===== src/rtl/controlador_sram_pkg.sv =====
// Shared types and sizes for the SRAM controller: FSM encoding and bus widths.
package controlador_sram_pkg;

    localparam int unsigned BEATS  = 4;
    localparam int unsigned DQ_W   = 16;
    localparam int unsigned WORD_W = 64;
    localparam int unsigned DIR_W  = 18;
    localparam int unsigned ADDR_W = DIR_W + 2;

    typedef enum logic [2:0] {
        IDLE,
        WR_SETUP,
        WR_PULSE,
        WR_HOLD,
        RD_ADDR,
        RD_WAIT,
        DONE
    } estado_t;

endpackage


===== src/rtl/controlador_sram_if.sv =====
// Request/response handshake plus the external SRAM pins, grouped as one bus.
interface controlador_sram_if;
    import controlador_sram_pkg::*;

    logic                leer;
    logic                escribir;
    logic [DIR_W-1:0]    direccion_memoria;
    logic [WORD_W-1:0]   datos_por_escribir;
    logic                operacion_completada;
    logic [WORD_W-1:0]   datos_leidos;
    logic                ocupado;

    logic [ADDR_W-1:0]   sram_addr;
    logic [DQ_W-1:0]     sram_dq_o;
    logic [DQ_W-1:0]     sram_dq_i;
    logic                sram_dq_oe;
    logic                sram_ce_n;
    logic                sram_oe_n;
    logic                sram_we_n;
    logic                sram_lb_n;
    logic                sram_ub_n;

    modport master (
        output leer, escribir, direccion_memoria, datos_por_escribir, sram_dq_i,
        input  operacion_completada, datos_leidos, ocupado,
        input  sram_addr, sram_dq_o, sram_dq_oe,
        input  sram_ce_n, sram_oe_n, sram_we_n, sram_lb_n, sram_ub_n
    );

    modport slave (
        input  leer, escribir, direccion_memoria, datos_por_escribir, sram_dq_i,
        output operacion_completada, datos_leidos, ocupado,
        output sram_addr, sram_dq_o, sram_dq_oe,
        output sram_ce_n, sram_oe_n, sram_we_n, sram_lb_n, sram_ub_n
    );

endinterface


===== src/rtl/controlador_sram.sv =====
// Serialises 64-bit read/write requests into four 16-bit asynchronous SRAM accesses.
module controlador_sram
    import controlador_sram_pkg::*;
#(
    parameter int unsigned WE_CYCLES = 2,
    parameter int unsigned RD_CYCLES = 2
) (
    input  logic               clk,
    input  logic               reset,
    controlador_sram_if.slave  bus
);

    localparam int unsigned MAX_CYC = (WE_CYCLES > RD_CYCLES) ? WE_CYCLES : RD_CYCLES;
    localparam int unsigned CNT_W   = $clog2(MAX_CYC) + 1;
    localparam logic [CNT_W-1:0] WE_LAST = CNT_W'(WE_CYCLES - 1);
    localparam logic [CNT_W-1:0] RD_LAST = CNT_W'(RD_CYCLES - 1);

    estado_t             state_q, state_d;
    logic [1:0]          beat_q, beat_d;
    logic [CNT_W-1:0]    cnt_q, cnt_d;
    logic [DIR_W-1:0]    addr_q, addr_d;
    logic [WORD_W-1:0]   data_q, data_d;
    logic [WORD_W-1:0]   rd_buf_q;
    logic                capture;

    always_comb begin
        state_d = state_q;
        beat_d  = beat_q;
        cnt_d   = cnt_q;
        addr_d  = addr_q;
        data_d  = data_q;
        capture = 1'b0;
        case (state_q)
            IDLE: begin
                if (bus.escribir) begin
                    state_d = WR_SETUP;
                    addr_d  = bus.direccion_memoria;
                    data_d  = bus.datos_por_escribir;
                    beat_d  = 2'd0;
                end else if (bus.leer) begin
                    state_d = RD_ADDR;
                    addr_d  = bus.direccion_memoria;
                    beat_d  = 2'd0;
                end
            end
            WR_SETUP: begin
                state_d = WR_PULSE;
                cnt_d   = '0;
            end
            WR_PULSE: begin
                if (cnt_q == WE_LAST) state_d = WR_HOLD;
                else                  cnt_d   = cnt_q + 1'b1;
            end
            WR_HOLD: begin
                if (beat_q == 2'd3) begin
                    state_d = DONE;
                end else begin
                    state_d = WR_SETUP;
                    beat_d  = beat_q + 2'd1;
                end
            end
            RD_ADDR: begin
                state_d = RD_WAIT;
                cnt_d   = '0;
            end
            RD_WAIT: begin
                if (cnt_q == RD_LAST) begin
                    capture = 1'b1;
                    if (beat_q == 2'd3) begin
                        state_d = DONE;
                    end else begin
                        state_d = RD_ADDR;
                        beat_d  = beat_q + 2'd1;
                    end
                end else begin
                    cnt_d = cnt_q + 1'b1;
                end
            end
            DONE:    state_d = IDLE;
            default: state_d = IDLE;
        endcase
    end

    // Pins are registered from the next-state view so they line up with state_q.
    always_ff @(posedge clk or negedge reset) begin
        if (!reset) begin
            state_q                  <= IDLE;
            beat_q                   <= '0;
            cnt_q                    <= '0;
            addr_q                   <= '0;
            data_q                   <= '0;
            rd_buf_q                 <= '0;
            bus.sram_addr            <= '0;
            bus.sram_dq_o            <= '0;
            bus.sram_dq_oe           <= 1'b0;
            bus.sram_ce_n            <= 1'b1;
            bus.sram_oe_n            <= 1'b1;
            bus.sram_we_n            <= 1'b1;
            bus.sram_lb_n            <= 1'b1;
            bus.sram_ub_n            <= 1'b1;
            bus.operacion_completada <= 1'b0;
            bus.ocupado              <= 1'b0;
            bus.datos_leidos         <= '0;
        end else begin
            state_q                  <= state_d;
            beat_q                   <= beat_d;
            cnt_q                    <= cnt_d;
            addr_q                   <= addr_d;
            data_q                   <= data_d;
            bus.sram_addr            <= {addr_d, beat_d};
            bus.sram_dq_o            <= data_d[{beat_d, 4'b0000} +: DQ_W];
            bus.sram_dq_oe           <= state_d inside {WR_SETUP, WR_PULSE, WR_HOLD};
            bus.sram_we_n            <= (state_d != WR_PULSE);
            bus.sram_oe_n            <= !(state_d inside {RD_ADDR, RD_WAIT});
            bus.sram_ce_n            <= (state_d == IDLE);
            bus.sram_lb_n            <= (state_d == IDLE);
            bus.sram_ub_n            <= (state_d == IDLE);
            bus.operacion_completada <= (state_d == DONE);
            bus.ocupado              <= (state_d != IDLE);
            if (capture) begin
                rd_buf_q[{beat_q, 4'b0000} +: DQ_W] <= bus.sram_dq_i;
                if (beat_q == 2'd3)
                    bus.datos_leidos <= {bus.sram_dq_i, rd_buf_q[47:0]};
            end
        end
    end

endmodule


===== src/flat_wrapper.sv =====
// flat-port wrapper written by rule: the top's interface ports become plain ports
module controlador_sram_flat import controlador_sram_pkg::*;
#(
    parameter int unsigned WE_CYCLES = 2,
    parameter int unsigned RD_CYCLES = 2
)
  (clk, reset, bus_leer, bus_escribir, bus_direccion_memoria, bus_datos_por_escribir, bus_sram_dq_i, bus_operacion_completada, bus_datos_leidos, bus_ocupado, bus_sram_addr, bus_sram_dq_o, bus_sram_dq_oe, bus_sram_ce_n, bus_sram_oe_n, bus_sram_we_n, bus_sram_lb_n, bus_sram_ub_n);
  controlador_sram_if bus_i ();
  input  logic clk;
  input  logic reset;
  input wire logic [$bits(bus_i.leer)-1:0] bus_leer;
  input wire logic [$bits(bus_i.escribir)-1:0] bus_escribir;
  input wire logic [$bits(bus_i.direccion_memoria)-1:0] bus_direccion_memoria;
  input wire logic [$bits(bus_i.datos_por_escribir)-1:0] bus_datos_por_escribir;
  input wire logic [$bits(bus_i.sram_dq_i)-1:0] bus_sram_dq_i;
  output wire logic [$bits(bus_i.operacion_completada)-1:0] bus_operacion_completada;
  output wire logic [$bits(bus_i.datos_leidos)-1:0] bus_datos_leidos;
  output wire logic [$bits(bus_i.ocupado)-1:0] bus_ocupado;
  output wire logic [$bits(bus_i.sram_addr)-1:0] bus_sram_addr;
  output wire logic [$bits(bus_i.sram_dq_o)-1:0] bus_sram_dq_o;
  output wire logic [$bits(bus_i.sram_dq_oe)-1:0] bus_sram_dq_oe;
  output wire logic [$bits(bus_i.sram_ce_n)-1:0] bus_sram_ce_n;
  output wire logic [$bits(bus_i.sram_oe_n)-1:0] bus_sram_oe_n;
  output wire logic [$bits(bus_i.sram_we_n)-1:0] bus_sram_we_n;
  output wire logic [$bits(bus_i.sram_lb_n)-1:0] bus_sram_lb_n;
  output wire logic [$bits(bus_i.sram_ub_n)-1:0] bus_sram_ub_n;
  assign bus_i.leer = bus_leer;
  assign bus_i.escribir = bus_escribir;
  assign bus_i.direccion_memoria = bus_direccion_memoria;
  assign bus_i.datos_por_escribir = bus_datos_por_escribir;
  assign bus_i.sram_dq_i = bus_sram_dq_i;
  assign bus_operacion_completada = bus_i.operacion_completada;
  assign bus_datos_leidos = bus_i.datos_leidos;
  assign bus_ocupado = bus_i.ocupado;
  assign bus_sram_addr = bus_i.sram_addr;
  assign bus_sram_dq_o = bus_i.sram_dq_o;
  assign bus_sram_dq_oe = bus_i.sram_dq_oe;
  assign bus_sram_ce_n = bus_i.sram_ce_n;
  assign bus_sram_oe_n = bus_i.sram_oe_n;
  assign bus_sram_we_n = bus_i.sram_we_n;
  assign bus_sram_lb_n = bus_i.sram_lb_n;
  assign bus_sram_ub_n = bus_i.sram_ub_n;
  controlador_sram #(.WE_CYCLES(WE_CYCLES), .RD_CYCLES(RD_CYCLES)) u_core (.clk(clk), .reset(reset), .bus(bus_i));
endmodule

===== config.mk =====
export PLATFORM = sky130hd
export DESIGN_NAME = controlador_sram_flat
export DESIGN_NICKNAME = d
export VERILOG_FILES = /design/src/rtl/controlador_sram_pkg.sv /design/src/rtl/controlador_sram_if.sv /design/src/rtl/controlador_sram.sv /design/src/flat_wrapper.sv
export SDC_FILE = /design/constraint.sdc
export NUM_CORES = 1
export LEC_CHECK = 0
export ABC_AREA = 1
export BUFFER_PORTS_ARGS = -buffer_cell sky130_fd_sc_hd__clkbuf_2
export CAP_MARGIN = 20
export CORE_ASPECT_RATIO = 1.5
export CORE_MARGIN = 4
export CORE_UTILIZATION = 54
export DETAILED_ROUTE_END_ITERATION = 7
export PLACE_DENSITY = 0.8
export SLEW_MARGIN = 20
export SYNTH_ARGS = -nofsm -noshare
export SYNTH_HDL_FRONTEND = slang
export SYNTH_SLANG_ARGS = --single-unit

===== constraint.sdc =====
create_clock -name clk -period 2.42 [get_ports clk]
set_clock_uncertainty 0.1 [all_clocks]
set_input_delay 0.484 -clock clk [delete_from_list [all_inputs] [get_ports clk]]
set_output_delay 0.484 -clock clk [all_outputs]
set_load 0.02 [all_outputs]

==> results.cfg, run 1 <==
[clock_network]
worstSkewPairLatency_ns = 0.50
cts_tree = yes
cts_buffer_depth = 3
clkTransAtPathRegs_ns = 0.06
post_cts.repair.setup_buffers = 0
cts_root_buffer = clkbuf_16
cts.sinks = 223
cts_hold_buf = 1
cts_buffers = 21
cts_resized = 0
htreeDepth = 1

[drt]
drt_iter0_drc = 564
drt-total-wl_mm = 24.3
dr.pass1.iters = 5
ant_nets = 0
num_vias = 7669
routedWlPerCell_um = 16.5
vias_per_cell = 5.21
drc_errors = 0

[power]
ir_worst_vdd_mv = 0.799
leakage_nw = 6.21
internal-power_mw = 9.05
p_per_area_mw_per_mm2 = 1300
power_mw = 14.9
p_switching_mw = 5.87
p_seq_share_pct = 37.6
swShare_pct = 39.3
power_frac_clock_pct = 23.0
combPwrFrac_pct = 39.4

[synth]
synthTopCellsByCount = 220 x dfrtp_1, 201 x inv_1, 169 x nand2_1, 137 x o21ai_0, 125 x nand3_1
synthTopCellsByArea = dfrtp_1 58%, inv_1 8.0%, o21ai_0 7.2%
synthFlopType = dfrtp_1
ys_warn_count = 0
synthCells = 1044
yosysTopAreaCellShare_pct = 58.0
syn_area_per_cell_um2 = 9.09
syn_nets = 1154
yosysUniqueCellTypes = 29
synth_edf_count = 0
netlist_area_mm2 = 0.00949
seq_area_frac_synth_pct = 58.9
synth_seq_cells = 223
synth_top_cell_by_area = dfrtp_1
async_reset_ff_share_pct = 100
synth_most_common_cell = dfrtp_1

[status]
status = complete, no violations

[sta]
fin_crit_sh_pct = 92.7
setup_viol = 0
slew_headroom_pct = 50.6
tightestPinTransition_ns = 0.739
fin_crit_ns = 2.24
hold_viol_final = 0
fin_setup_tns_ns = 0
hold_slack_ns = 0.115
final-max-slew-violation-count = 0
max_freq_mhz = 446
rsz0062_at_grt = no

[final_layout]
fillCellCount = 1406
diodes = 0
drive_above_1_share_pct = 25.1
area.growth.synth_to_final_pct = 21.4
fin_cells = 1471
nets = 1353

[floorplanning]
start_util_pct = 54.9
die_height_um = 170
num_io_pins = 210
die_x_um = 116
rows = 59
core_mm2 = 0.0173
die_area_mm2 = 0.0198

[setup_path]
worstPathRequired_ns = 2.70
crit_type = flip-flop to flip-flop
worstPathArrival_ns = 2.53
crit_path_top_delay_cell = dfrtp_1
start_kind = flip-flop
cp-end-kind = flip-flop
slowest_delay_ns = 0.46
path_cells = inv_2 > nand2_1 > nor2_2 > nand2_4 > buf_4 > o21ai_0 > nand3_1 > nand3_1 > nand2_1
path_max_fanout = 26

[placement]
hpwlAfterDp_mm = 17.6
placedCellCount = 1432
gp_congestion = 0.914
port_buffers = 209

[flow_run]
maxCapViolCount = 0

[global_routing]
grt_pass1_wl_mm = 38.5
grt_pass1_vias = 7602
antenna_found_initial = 1
grt_max_degree = 66
grtUsageTotal_pct = 24.9
gr-total-overflow = 0

[min_path]
hold_class = input pin to flip-flop
cell families after synthesis:
logic type / Yosys count / synth area share, %
buf+inv: 261 / 11.2
mux: 24 / 2.85
fa+ha+maj: 8 / 1.06
flops: 223 / 58.9
simple gates: 347 / 16.2
compound gates: 181 / 9.84
worst max-delay path, delay by kind of cell (launching register included):
kind / cells / cell delay, ns
compound gates: 1 / 0.31
simple gates: 6 / 0.91
flops: 1 / 0.46
buf+inv: 2 / 0.34
flip-flops by register name, summed over array words and instances (netlist names):
register	cells
u_core.bus.datos_leidos	64
u_core.data_q	64
u_core.rd_buf_q	48
u_core.bus.sram_addr	19
u_core.bus.sram_dq_o	16
u_core.state_q	3
u_core.cnt_q	2
u_core.addr_q	1
u_core.bus.ocupado	1
u_core.bus.operacion_completada	1
u_core.bus.sram_ce_n	1
u_core.bus.sram_dq_oe	1
u_core.bus.sram_oe_n	1
u_core.bus.sram_we_n	1
metal layers:
layer | part of all wire (%) | vias to the layer above | global-route usage [%]
li1 | - | 3688 | -
met1 | 35 | 3596 | 28.7
met2 | 53 | 312 | 44.4
met3 | 6.9 | 71 | 4.34
met4 | 4.7 | 2 | 11.6
met5 | 0.033 | - | 0
cell type report:
cell class	instances	area [um2]	area share (%)
clock buffers	27	588	5.10
inverters	206	773	6.71
repair buffers	231	1310	11.4
well taps	213	267	2.31
clock inverters	11	139	1.21
multi-input cells	560	2860	24.8
flip-flops and latches	223	5580	48.5
path summary, 6_finish.rpt:
check | from | end | slack [ns] | cells after the start
max reg2reg | u_core.state_q[0] | u_core.bus.sram_dq_o[11] | 0.18 | 9
max in group asynchronous | reset | u_core.bus.sram_ce_n | 1.07 | 3
max | u_core.state_q[0] | u_core.bus.sram_dq_o[11] | 0.18 | 9
min in group asynchronous | reset | u_core.bus.datos_leidos[6] | 0.41 | 2
min reg2reg | u_core.bus.datos_leidos[13] | u_core.bus.datos_leidos[13] | 0.38 | 2
min | bus_direccion_memoria[3] | u_core.bus.sram_addr[5] | 0.12 | 2
power by group through the flow:
stage	Clock, mW	Sequential (mW)	Combinational, mW
finish	3.44	5.61	5.88
detailed placement	0	5.67	5.84
global placement	0	5.61	5.72
CTS	3.50	5.61	5.90
floorplan	0	6.15	3.44
global route	3.66	5.74	6.57
through the flow:
step | worst slack (ns) | utilization (%) | cell area, um2
CTS | 0.182 | 66.7 | 11500
floorplan | 0.294 | - | 9490
global route | 0.0357 | 66.7 | 11500
detailed placement | 0.230 | 62.4 | 10800
finish | 0.177 | 66.7 | 11500
global placement | 0.255 | 62.4 | 10800
cells in the final DEF (no fill, tap or decap), drive strengths merged:
cell / instances
dfrtp: 220
dlygate4sd3: 1
buf: 22
ha: 8
a21oi: 2
nor2: 27
nand4: 13
o21ai: 178
nand2: 176
clkinvlp: 2
inv: 207
or2: 1
bufinv: 3
clkbuf: 235
dfstp: 3
a31oi: 1
clkinv: 5
nor3b: 1
nand3: 127
mux2: 24
nor3: 2
(Power assumes the default switching activity.)
==> run 2, diff against run 1 <==
- PLACE_DENSITY: 0.8 -> 0.84
==> results.cfg, run 2 (synthesis gave the netlist of run 1 again) <==
[status]
status = complete, no violations

[drt]
drc_errors = 0
drt-total-wl_mm = 24.0
routedWlPerCell_um = 16.2
num_vias = 7734
dr.pass1.iters = 5
ant_nets = 0
drt_iter0_drc = 640
vias_per_cell = 5.22

[placement]
port_buffers = 209
gp_congestion = 0.898
placedCellCount = 1442
hpwlAfterDp_mm = 17.6

[floorplanning]
core_mm2 = 0.0173
die_height_um = 170
die_area_mm2 = 0.0198
die_x_um = 116
num_io_pins = 210
start_util_pct = 54.9
rows = 59

[final_layout]
area.growth.synth_to_final_pct = 20.9
final_common_cell = dfrtp_1
fin_cells = 1481
nets = 1363
top_regs = u_core.bus.datos_leidos (64), u_core.data_q (64), u_core.rd_buf_q (48)
diodes = 0
drive_above_1_share_pct = 25.5
final_cell_mix = 220 x dfrtp_1, 208 x clkbuf_2, 201 x inv_1, 169 x nand2_1, 137 x o21ai_0

[setup_path]
crit_end = u_core.bus.sram_dq_o[8]
startpoint = u_core.bus.sram_addr[0]
worstPathRequired_ns = 2.76
start_kind = flip-flop
crit_type = flip-flop to flip-flop
path_max_fanout = 16
cp-end-kind = flip-flop
timing.rr.end = u_core.bus.sram_dq_o[8]
rrSetupSlack_ns = 0.14
r2r_start = u_core.bus.sram_addr[0]
ff2ff_path_depth = 5
worstPathArrival_ns = 2.62

[power]
p_per_area_mw_per_mm2 = 1280
leakage_nw = 6.19
ir_worst_vdd_mv = 0.988

[sta]
max_freq_mhz = 439
final-max-slew-violation-count = 0
fin_crit_ns = 2.28
rsz0062_at_grt = no
hold_slack_ns = 0.109
fin_setup_tns_ns = 0
slew_headroom_pct = 49.0
fin_crit_sh_pct = 94.1
tightestPinTransition_ns = 0.763
setup_viol = 0
hold_viol_final = 0

[clock_network]
cts_buffer_depth = 3
cts_resized = 0
cts_buffers = 21
worstSkewPairLatency_ns = 0.50
cts_root_buffer = clkbuf_16
clkTransAtPathRegs_ns = 0.07
cts.sinks = 223
htreeDepth = 1
cts_tree = yes

[min_path]
hold_class = input pin to flip-flop

[global_routing]
grtUsageTotal_pct = 24.6
antenna_found_initial = 0
grt_max_degree = 74
gr-total-overflow = 0
grt_pass1_vias = 7716
grt_pass1_wl_mm = 38.4

[flow_run]
maxCapViolCount = 0
## run 2: worst min-delay path by stage
stage,startpoint,endpoint,slack [ns],cells after the start
after floorplan,reset,u_core.addr_q[17],0.09,0
after global placement,u_core.bus.datos_leidos[1],u_core.bus.datos_leidos[1],0.36,2
after detailed placement,u_core.bus.datos_leidos[1],u_core.bus.datos_leidos[1],0.37,2
after CTS,bus_datos_por_escribir[35],u_core.data_q[35],0.09,3
after global routing,bus_direccion_memoria[15],u_core.bus.sram_addr[17],0.10,2
final,bus_datos_por_escribir[15],u_core.data_q[15],0.11,3
## run 2: cell type report
class / count / area (um2)
Sequential cell: 223 / 5580
Multi-Input combinational cell: 560 / 2860
Inverter: 206 / 773
Tap cell: 213 / 267
Timing Repair Buffer: 241 / 1350
Clock buffer: 28 / 572
Fill cell: 1360 / 5810
Clock inverter: 10 / 65.1
## run 2: what timing repair did
item | CTS | global route
buffers inserted | 0 | 0
hold buffers | 1 | 0
hold endpoints to repair | 66 | 0
## run 2: power by group
| part | internal, mW | switching, mW | leakage [nW] |
|---|---|---|---|
| Combinational | 1.99 | 4.01 | 3.36 |
| Clock | 1.68 | 1.42 | 0.308 |
| Sequential | 5.08 | 0.530 | 2.52 |
| Total | 8.76 | 5.96 | 6.19 |
## run 2: metal layers
layer / track usage, % / vias up / wire length (um)
li1: - / 3701 / -
met1: 27.5 / 3652 / 8470
met2: 44.4 / 307 / 12800
met3: 4.20 / 74 / 1560
met4: 12.5 / 0 / 1230
met5: 0 / - / 0
## run 2: critical path: stages (launching register included)
cell and delay (ns):
dfrtp_1 0.54, inv_1 0.24, nand4_1 0.64, nand3_1 0.42, nand3_1 0.17, nand2_1 0.11
## run 2: per-stage QoR
stage / power (mW) / setup WS (ns) / util [%] / instance area (um2)
2_1_floorplan: 9.59 / 0.294 / - / 9490
3_3_place_gp: 11.4 / 0.202 / 62.6 / 10800
3_5_place_dp: 11.7 / 0.208 / 62.6 / 10800
6_report: 14.7 / 0.142 / 66.4 / 11500
4_1_cts: 14.8 / 0.182 / 66.4 / 11500
5_1_grt: 15.7 / 0.0771 / 66.4 / 11500
==> run 3, diff against run 2 <==
- CELL_PAD_IN_SITES_DETAIL_PLACEMENT: not set -> 0
- CELL_PAD_IN_SITES_GLOBAL_PLACEMENT: not set -> 1
- CORE_UTILIZATION: 54 -> 41
==> results.cfg, run 3 (synthesis gave the netlist of run 1 again) <==
[setup_path]
rrSetupSlack_ns = 0.20
timing.rr.end = u_core.bus.sram_dq_o[6]
slowest_delay_ns = 0.48
critical_path.top_delay_family = simple AND/OR/NAND/NOR gates
crit_path_top_delay_cell = dfrtp_1
crit_type = flip-flop to flip-flop
ff2ff_path_depth = 9
cp-end-kind = flip-flop
crit_top_cell = nand2_2
path_max_fanout = 17
worstPathArrival_ns = 2.51
worst-path-buf-inv = 0
start_kind = flip-flop
worstPathRequired_ns = 2.70
r2r_start = u_core.state_q[0]
path_cells = nand2_1 > nor2_2 > nand2_2 > nand2_2 > nand2_2 > nand2_2 > nand2_1 > nand3_1 > nand2_1

[floorplanning]
die_x_um = 132
start_util_pct = 42.1
core_mm2 = 0.0226
die_height_um = 194
die_area_mm2 = 0.0257
num_io_pins = 210
rows = 67

[min_path]
whs_endpoint = u_core.bus.sram_addr[5]
hold_start = bus_direccion_memoria[3]
hold_class = input pin to flip-flop
whs_path_depth = 2

[power]
swShare_pct = 39.3
p_switching_mw = 5.93
p_seq_share_pct = 37.4
combPwrFrac_pct = 38.8
internal-power_mw = 9.17
power_mw = 15.1
ir_worst_vdd_mv = 0.815
p_per_area_mw_per_mm2 = 1300
power_frac_clock_pct = 23.8
leakage_nw = 6.23

[flow_run]
maxCapViolCount = 0

[sta]
tightestPinTransition_ns = 0.546
rsz0062_at_grt = no
setup_viol = 0
fin_setup_tns_ns = 0
setup_ws_ns = 0.197
fin_crit_ns = 2.22
max_freq_mhz = 450
final-max-slew-violation-count = 0
fin_crit_sh_pct = 91.8
slew_headroom_pct = 63.5
hold_viol_final = 0

[clock_network]
worstSkewPairLatency_ns = 0.50
htreeDepth = 1
clkTransAtPathRegs_ns = 0.07
cts_buffer_depth = 3
cts_root_buffer = clkbuf_16
cts_buffers = 22
cts_tree = yes
cts.sinks = 223

[drt]
vias_per_cell = 4.86
drt_iter0_drc = 387
num_vias = 7480
routedWlPerCell_um = 16.9
drc_errors = 0
ant_nets = 0
drt-total-wl_mm = 26.0
dr.pass1.iters = 5

[placement]
hpwlAfterDp_mm = 19.0
port_buffers = 209
pre_cts_slack_ns = 0.209
gp_congestion = 0.873

[global_routing]
grt_pass1_vias = 7677
antenna_found_initial = 0
grtUsageTotal_pct = 20.3
grt_max_degree = 130
grt_pass1_wl_mm = 41.6
gr-total-overflow = 0

[final_layout]
fillCellCount = 2168
drive_above_1_share_pct = 25.6
fin_util_pct = 51.6
nets = 1358
top_regs = u_core.bus.datos_leidos (64), u_core.data_q (64), u_core.rd_buf_q (48)
area.growth.synth_to_final_pct = 22.7
final_cell_mix = 220 x dfrtp_1, 208 x clkbuf_2, 201 x inv_1, 169 x nand2_1, 137 x o21ai_0
final_common_cell = dfrtp_1
diodes = 0

[status]
status = complete, no violations
[run 3: cell types whose count changed in the layout (fill, tap and decap cells not counted), sizes merged]
| cell | before | now |
|---|---|---|
| buf | 32 | 26 |
| bufinv | 0 | 3 |
| clkbuf | 236 | 235 |
| clkinv | 5 | 6 |
| inv | 208 | 207 |
[run 3: final cells by class]
cell class	count	area (um2)	share of cell area, %
Sequential cell	223	5580	48.0
Multi-Input combinational cell	560	2860	24.6
Timing Repair Buffer	235	1300	11.2
Inverter	206	773	6.64
Clock buffer	27	621	5.33
Tap cell	276	345	2.97
Clock inverter	13	154	1.32
[run 3: metrics by stage]
step | cells | instance area (um2) | hold slack [ns]
finish | 1540 | 11600 | 0.115
global route | 1540 | 11600 | 0.0941
CTS | 1540 | 11600 | 0.0909
detailed placement | 1499 | 10900 | 0.325
global placement | 1499 | 10900 | 0.326
floorplan | 1044 | 9490 | 0.0884
[run 3: power by group through the flow]
stage	Sequential, mW	Combinational, mW	Clock (mW)
after floorplan	6.15	3.44	0
after global placement	5.67	5.87	0
after detailed placement	5.71	5.93	0
after CTS	5.65	5.96	3.70
after global routing	5.77	6.62	3.86
final	5.64	5.86	3.60
[run 3: worst reg2reg max path: stages, from the launching register on]
cell	delay [ns]
dfrtp_1	0.48
nand2_1	0.13
nor2_2	0.14
nand2_2	0.13
nand2_2	0.10
nand2_2	0.24
nand2_2	0.39
nand2_1	0.17
nand3_1	0.15
nand2_1	0.07
[run 3: worst max path at each step]
stage                                 start                       to  slack (ns)  depth (start not counted)
floorplan           u_core.bus.sram_addr[0]      u_core.rd_buf_q[10]        0.29                          6
detailed placement        u_core.state_q[0]  u_core.bus.sram_dq_o[6]        0.21                          9
global route              u_core.state_q[0]  u_core.bus.sram_dq_o[5]        0.05                          9
CTS                       u_core.state_q[0]  u_core.bus.sram_dq_o[6]        0.20                          9
global placement          u_core.state_q[0]  u_core.bus.sram_dq_o[0]        0.26                          9
finish                    u_core.state_q[0]  u_core.bus.sram_dq_o[6]        0.20                          9
[run 3: per-layer routing]
layer	part of all wire [%]	GRT usage, %	up-vias	wire (um)
li1	-	-	3698	-
met1	37	22.5	3527	9480
met2	55	38.6	210	14100
met3	5.1	3.39	45	1320
met4	3.9	7.67	0	1000
met5	0	0	-	0
[run 3: repair_timing]
item / in CTS / in global routing
hold buffers: 1 / 0
gates resized for setup: 0 / 0
endpoints found under the hold margin: 47 / 0
setup buffers: 0 / 0
